--- src/rtl/ifu_axi_m.sv ---
// ---------------------------------------------------------------------------
// ifu_axi_m : instruction-fetch unit with an AXI-lite read master.
//
// Holds the fetch PC, issues one 32-bit-address read per instruction (only
// one outstanding), selects the 32-bit instruction from the 64-bit beat and
// hands it to decode over a valid/ready handshake. Accepts PC redirects from
// execute at any time.
//
// Ports:
//   clk, rst          clock, synchronous active-high reset
//   redirect_valid/pc single-cycle PC redirect (pc[1:0] ignored)
//   inst_valid/ready  decode handshake
//   inst, inst_pc     fetched instruction and its PC
//   inst_err          response for this instruction was not OKAY
//   fetch_cnt         instructions accepted by decode
//   araddr/arvalid/arready          AXI-lite read address channel
//   rdata/rresp/rvalid/rready       AXI-lite read data channel
// ---------------------------------------------------------------------------
module ifu_axi_m #(
   parameter logic [63:0] RESET_PC = 64'h0000_0000_8000_0000
) (
   input  logic        clk,
   input  logic        rst,
   input  logic        redirect_valid,
   input  logic [63:0] redirect_pc,
   output logic        inst_valid,
   input  logic        inst_ready,
   output logic [31:0] inst,
   output logic [63:0] inst_pc,
   output logic        inst_err,
   output logic [63:0] fetch_cnt,
   output logic [31:0] araddr,
   output logic        arvalid,
   input  logic        arready,
   input  logic [63:0] rdata,
   input  logic [1:0]  rresp,
   input  logic        rvalid,
   output logic        rready
);

   localparam int unsigned XLEN = 64;
   localparam int unsigned ILEN = 32;
   localparam int unsigned AW   = 32;

   typedef enum logic [1:0] {
      S_IDLE = 2'd0,
      S_AR   = 2'd1,
      S_R    = 2'd2,
      S_OUT  = 2'd3
   } state_t;

   state_t            state_q,     state_d;
   logic [XLEN-1:0]   pc_q,        pc_d;
   logic              kill_q,      kill_d;
   logic              redir_q,     redir_d;
   logic [XLEN-1:0]   redir_pc_q,  redir_pc_d;
   logic [ILEN-1:0]   inst_q,      inst_d;
   logic [XLEN-1:0]   inst_pc_q,   inst_pc_d;
   logic              inst_err_q,  inst_err_d;
   logic [XLEN-1:0]   fetch_cnt_q, fetch_cnt_d;

   // Redirect target with the low two bits forced to zero.
   logic [XLEN-1:0]   redirect_pc_al;
   assign redirect_pc_al = redirect_pc & ~XLEN'(3);

   // State and datapath registers.
   always_ff @(posedge clk) begin
      if (rst) begin
         state_q     <= S_IDLE;
         pc_q        <= RESET_PC;
         kill_q      <= 1'b0;
         redir_q     <= 1'b0;
         redir_pc_q  <= '0;
         inst_q      <= '0;
         inst_pc_q   <= '0;
         inst_err_q  <= 1'b0;
         fetch_cnt_q <= '0;
      end else begin
         state_q     <= state_d;
         pc_q        <= pc_d;
         kill_q      <= kill_d;
         redir_q     <= redir_d;
         redir_pc_q  <= redir_pc_d;
         inst_q      <= inst_d;
         inst_pc_q   <= inst_pc_d;
         inst_err_q  <= inst_err_d;
         fetch_cnt_q <= fetch_cnt_d;
      end
   end

   // Next-state and datapath update.
   always_comb begin
      state_d     = state_q;
      pc_d        = pc_q;
      kill_d      = kill_q;
      redir_d     = redir_q;
      redir_pc_d  = redir_pc_q;
      inst_d      = inst_q;
      inst_pc_d   = inst_pc_q;
      inst_err_d  = inst_err_q;
      fetch_cnt_d = fetch_cnt_q;

      unique case (state_q)
         S_IDLE: begin
            state_d = S_AR;
            if (redirect_valid) begin
               redir_d    = 1'b1;
               redir_pc_d = redirect_pc_al;
               kill_d     = 1'b1;
            end
         end

         // The request cannot be withdrawn, so a redirect here only marks
         // the coming response as stale.
         S_AR: begin
            if (redirect_valid) begin
               redir_d    = 1'b1;
               redir_pc_d = redirect_pc_al;
               kill_d     = 1'b1;
            end
            if (arready) begin
               state_d = S_R;
            end
         end

         S_R: begin
            if (rvalid) begin
               if (kill_q || redirect_valid) begin
                  // Drop the beat; a redirect in this cycle beats a pending one.
                  kill_d  = 1'b0;
                  redir_d = 1'b0;
                  if (redirect_valid) begin
                     pc_d = redirect_pc_al;
                  end else if (redir_q) begin
                     pc_d = redir_pc_q;
                  end
                  state_d = S_AR;
               end else begin
                  inst_d     = pc_q[2] ? rdata[63:32] : rdata[31:0];
                  inst_pc_d  = pc_q;
                  inst_err_d = (rresp != 2'b00);
                  state_d    = S_OUT;
               end
            end else if (redirect_valid) begin
               redir_d    = 1'b1;
               redir_pc_d = redirect_pc_al;
               kill_d     = 1'b1;
            end
         end

         S_OUT: begin
            if (redirect_valid) begin
               pc_d    = redirect_pc_al;
               state_d = S_AR;
               if (inst_ready) begin
                  fetch_cnt_d = fetch_cnt_q + XLEN'(1);
               end
            end else if (inst_ready) begin
               pc_d        = pc_q + XLEN'(4);
               fetch_cnt_d = fetch_cnt_q + XLEN'(1);
               state_d     = S_AR;
            end
         end

         default: begin
            state_d = S_IDLE;
         end
      endcase
   end

   // Bus and handshake outputs decode straight from registered state.
   assign arvalid    = (state_q == S_AR);
   assign rready     = (state_q == S_R);
   assign inst_valid = (state_q == S_OUT);
   assign araddr     = pc_q[AW-1:0];
   assign inst       = inst_q;
   assign inst_pc    = inst_pc_q;
   assign inst_err   = inst_err_q;
   assign fetch_cnt  = fetch_cnt_q;

endmodule

--- config.mk ---
export PLATFORM = sky130hd
export DESIGN_NAME = ifu_axi_m
export DESIGN_NICKNAME = d
export VERILOG_FILES = /design/src/rtl/ifu_axi_m.sv
export SDC_FILE = /design/constraint.sdc
export NUM_CORES = 1
export LEC_CHECK = 0
export ABC_AREA = 0
export CAP_MARGIN = 5
export CORE_ASPECT_RATIO = 1.2
export CORE_MARGIN = 1
export CORE_UTILIZATION = 35
export CTS_BUF_LIST = sky130_fd_sc_hd__clkbuf_4
export DETAILED_ROUTE_END_ITERATION = 8
export SYNTH_ARGS = -nofsm -noshare
export SYNTH_HDL_FRONTEND = slang
export SYNTH_SLANG_ARGS = --single-unit
--- constraint.sdc ---
create_clock -name clk -period 2.95 [get_ports clk]
set_input_delay 0.295 -clock clk [delete_from_list [all_inputs] [get_ports clk]]
set_output_delay 0.295 -clock clk [all_outputs]
set_load 0.03 [all_outputs]
# Word-level counts from Yosys, hierarchy flattened
# Index checks and enable logic that the tools add are counted.
[op_classes]
addsub = 2
eq_ne = 10
muxes = 24
bitwise_logic = 1
reduce_logical = 12
[op_table]
columns = ["operator", "n"]
rows = [
  ["64-bit two-way mux", 8],
  ["64-bit case mux with 2 select lines", 2],
  ["64-bit by 1-bit adder with 64-bit output, second input constant", 1],
  ["64-bit by 3-bit adder with 64-bit output, second input constant", 1],
  ["32-bit two-way mux", 1],
  ["2-bit two-way mux", 5],
  ["3-bit by 2-bit != test with 1-bit output, second input constant", 3],
  ["2-bit case mux with 4 select lines", 1],
  ["2-bit AND reduction", 3],
  ["3-bit AND reduction", 2],
  ["2-bit nonzero test", 3],
  ["1-bit two-way mux", 5],
  ["5-bit AND reduction", 1],
  ["2-bit == test, second input constant", 2],
  ["2-bit by 1-bit != test with 1-bit output, second input constant", 2],
  ["2-bit != test, second input constant", 2],
  ["1-bit case mux with 2 select lines", 2],
  ["2-bit by 1-bit == test with 1-bit output, second input constant", 1],
  ["2-bit logical NOT", 1],
  ["2-bit OR reduction", 1],
  ["1-bit logical OR", 1],
  ["1-bit inverter", 1],
]
[totals]
register_bits = 293
inputBits = 136

# Depth between registers and ports, before layout
# Gate-level depths: netlist of run 1.
[depth]
depth_word = 5
depth_mapped = 10

# Least setup slack after synthesis of run 1
# Ideal clock, no wire load.
[synth_timing]
kind = "register to register"
start = "register state_q[0]"
end = "register fetch_cnt_q[56] (netlist: fetch_cnt[56])"
setup_time_ns = 0.070
t_arrival_ns = 2.502
required_time_ns = 2.880
setup_slack_ns = 0.378
stages_incl_launch_ff = 9
n_path_buf = 1
period_less_slack_ns = 2.572
cell_sequence = "dfxtp_1 -> ha_1 -> buf_6 -> and3_1 -> nand4_2 -> nor4_4 -> nand3_1 -> or3_1 -> a21oi_1"
[synth_via]
elab_chain_len = 2
[synth_lines]
columns = ["item", "line", "text"]
rows = [
  ["from (decl)", "52", "state_t state_q, state_d;"],
  ["from (signal assigned)", "79", "state_q <= state_d;"],
  ["2-bit == test", "--", ""],
  ["named net inst_valid", "26", "output logic inst_valid,"],
  ["2-bit AND reduction (no source line)", "--", ""],
  ["to (signal assigned)", "87", "fetch_cnt_q <= fetch_cnt_d;"],
  ["to (decl)", "60", "logic [XLEN-1:0] fetch_cnt_q, fetch_cnt_d;"],
]
# The timed path passes the listed nets, and every way through them passes these cells.
# A chain may end at the register's enable or synchronous reset.

# Worst setup path in the final report of run 1
[layout_timing]
start = "register state_q[0]"
end = "output port inst_valid"
[layout_via]
elab_chain_len = 1
[layout_lines]
columns = ["item", "line", "text"]
rows = [
  ["2-bit == test", "174", "assign inst_valid = (state_q == S_OUT);"],
  ["to (decl)", "26", ""],
]
# No other way between the ends.

==> summary.md, run 1 <==
| Metric | Value |
|---|---|
| Fillers | `3936` |
| Clock-pin slew on the worst setup and hold paths | `0.07 ns` |
| Clock sinks | `293` |
| Commonest non-fill, non-tap cell in the layout | `nand2_1` |
| Commonest cells after routing, fill and taps aside | `345 x nand2_1, 327 x clkdlybuf4s50_1, 292 x dfxtp_1` |
| Area Growth Syn to Fin | `34.3%` |
| Unrepaired setup endpoints after global routing | `false` |
| Mapped Cells | `1761` |
| Die height | `220 µm` |
| Routed vias/inst | `5.24` |
| CTS tree | `yes` |
| Type of origin of the critical path | `flip-flop` |
| CP required | `2.65 ns` |
| Async SR Flop Fraction | `0%` |
| Worst skew pair latency | `0.76 ns` |
| Post-layout min period | `2.70 ns` |
| Slew headroom | `41.5%` |
| Status | `finished clean` |
| Largest net degree at the start of global routing | `182` |
| Setup violations, final | `0` |
| GRT overflow | `0` |
| Post-Route WL | `45.6 mm` |
| Synth cell types | `80` |
| Initial antenna violation count | `8` |
| Wire length per cell | `17.1 µm` |
| Worst Hold Class | `in2reg` |
| Layout Nets | `2215` |
| DP HPWL | `30.6 mm` |
| CTS max path bufs | `3` |
| EDFF count, synth | `0` |
| Mean Syn Cell Area | `7.89 µm²` |
| Core Box Area | `0.0389 mm²` |
| Root Driver | `clkbuf_4` |
| Total track usage | `22.3%` |
| Yosys reg bits | `293` |
| Final Hold Fails | `0` |
| Routed Antenna Nets | `0` |
| Register-to-register setup slack | `0.28 ns` |
| Top-area cell type share of the netlist area | `42.2%` |
| Max Slew Vio Count | `0` |
| Vias in the first global route | `13.4k` |
| Final core utilization | `47.9%` |
| Setup Crit Path Kind | `reg2out` |
| Crit path cell chain | `ha_1 > buf_4 > clkdlybuf4s50_1` |
| FMAX | `371 MHz` |
| Layout cells sized above 1 | `10.6%` |
| Post-synthesis cell area | `0.0139 mm²` |
| Ys flop type | `dfxtp_1` |
| Postcts setup bufs | `0` |
| Global-route wire length before repair | `71.7 mm` |
| Largest area contributor in the netlist | `dfxtp_1` |
| PwrDens | `474 mW/mm²` |
| Initial core utilization | `35.7%` |
| Peak supply drop | `0.291 mV` |
| Site Rows | `79` |
| Post-Route Setup TNS | `0 ns` |
| Synth area leaders | `dfxtp_1 42%, nand2_1 9.4%, a21oi_1 8.0%, nor2_1 4.2%, xor2_1 2.8%` |
| Die width | `184 µm` |
| Fin crit share | `91.4%` |
| Drt initial violations | `891` |
| H-tree depth | `3` |
| Critical path's slowest cell | `clkdlybuf4s50_1` |
| Gp weighted congestion | `0.853` |
| Worst Tran Pin Value | `0.878 ns` |
| Die area | `0.0405 mm²` |
| Sequential-to-total area share from yosys stat | `42.2%` |
| Worst EP arrival | `2.40 ns` |
| PortBufs | `329` |
| Vias | `14.0k` |
| CP max FO | `8` |
| I/O pins | `332` |
| CP endpoint kind | `output pin` |
| Leakage | `6.62 nW` |
| Cts bufs inserted | `82` |
| Worst-case clock skew | `0.0546 ns` |
| Remaining DRCs | `0` |
| Synth Warn # | `0` |
| Max Cap Viol | `0` |
| Slowest stage delay, CP | `0.71 ns` |
| First-pass DRT Iterations | `6` |
| Syn_nets | `1903` |
-- routing by layer --
metal | track usage, % | part of all wire, % | up-vias
met3 | 6.34 | 6.9 | 82
li1 | - | - | 6841
met4 | 9.72 | 2.7 | 4
met2 | 38.1 | 48 | 409
met1 | 26.0 | 42 | 6646
met5 | 0 | 0.064 | -
-- critical path, delay by kind of cell (launching register included) --
kind | cells | cell delay [ns]
DFF | 1 | 0.40
adders and majority gates | 1 | 0.35
buffers and inverters | 2 | 0.94
-- cells in the mapped netlist, types with 33 or more instances --
| master | n |
|---|---|
| o21ai_0 | 62 |
| clkbuf_1 | 99 |
| dfxtp_1 | 293 |
| a211oi_1 | 36 |
| xor2_1 | 45 |
| and3_1 | 54 |
| a21oi_1 | 223 |
| nand3_1 | 56 |
| mux2i_1 | 37 |
| nand2_1 | 346 |
| buf_4 | 33 |
| nor2_1 | 155 |
-- where the power goes --
part           total [mW]  internal [mW]  switching, mW
clock                3.80           2.04           1.76
combinational       0.909          0.404          0.505
sequential           4.14           4.06         0.0810
-- flip-flops by register name (all words and copies together), names as in the netlist, 2 cells and up --
| name | flops |
|---|---|
| inst | 32 |
| fetch_cnt | 64 |
| inst_pc | 64 |
| state_q | 2 |
| pc_q | 64 |
| redir_pc_q | 64 |
-- logic make-up after synthesis --
group	Yosys count	synth area share, %
XOR/XNOR	54	3.41
AO/OA/AOI/OAI	434	18.8
multiplexers	37	2.67
adder cells (fa/ha/maj)	6	0.541
AND/OR/NAND/NOR	759	26.2
buffers and inverters	178	6.10
flip-flops	293	42.2
-- final cells by class --
class / count / area, µm² / share of cell area (%)
multi-input cells: 1290 / 7190 / 38.5
flip-flops and latches: 293 / 5870 / 31.5
repair buffers: 387 / 3790 / 20.3
clock buffers: 127 / 953 / 5.11
well taps: 526 / 658 / 3.53
clock inverters: 19 / 104 / 0.557
inverters: 19 / 71.3 / 0.382
diodes: 6 / 15.0 / 0.0805
-- path summary, 6_finish.rpt --
kind | start | to | depth (start not counted)
max reg2reg | state_q[0] | fetch_cnt[63] | 8
min reg2reg | redir_pc_q[54] | redir_pc_q[54] | 2
max | state_q[0] | inst_valid | 3
min | redirect_pc[27] | redir_pc_q[27] | 3
-- stage by stage --
step                      setup WS [ns]  cell area, µm²  hold slack [ns]  instances  total power, mW
final                             0.254           18600            0.118       2667             8.84
after global routing             0.0343           18600           0.0622       2665             9.31
after CTS                         0.131           18600           0.0343       2661             8.99
after detailed placement          0.165           17600            0.442       2514             5.13
after global placement            0.211           17600            0.437       2514             5.12
after floorplan                   0.378           13900            0.431       1761             4.72
-- timing repair --
| item | 4_1_cts | 5_1_grt |
|---|---|---|
| endpoints found under the setup margin | 0 | 0 |
| gates resized for setup | 0 | 0 |
| hold endpoints to repair | 30 | 0 |
| hold buffers | 1 | 0 |
No activity file was read; power rests on OpenSTA's default activity.
==> run 2, diff against run 1 <==
- CORE_MARGIN: 1 -> unset
==> results of run 2 <==
The final DEF is identical to that of run 1; final timing and power are the same.
==> run 3, diff against run 2 <==
- CAP_MARGIN: 5 -> 0
==> results of run 3 <==
The final DEF is identical to that of run 1; final timing and power are the same.
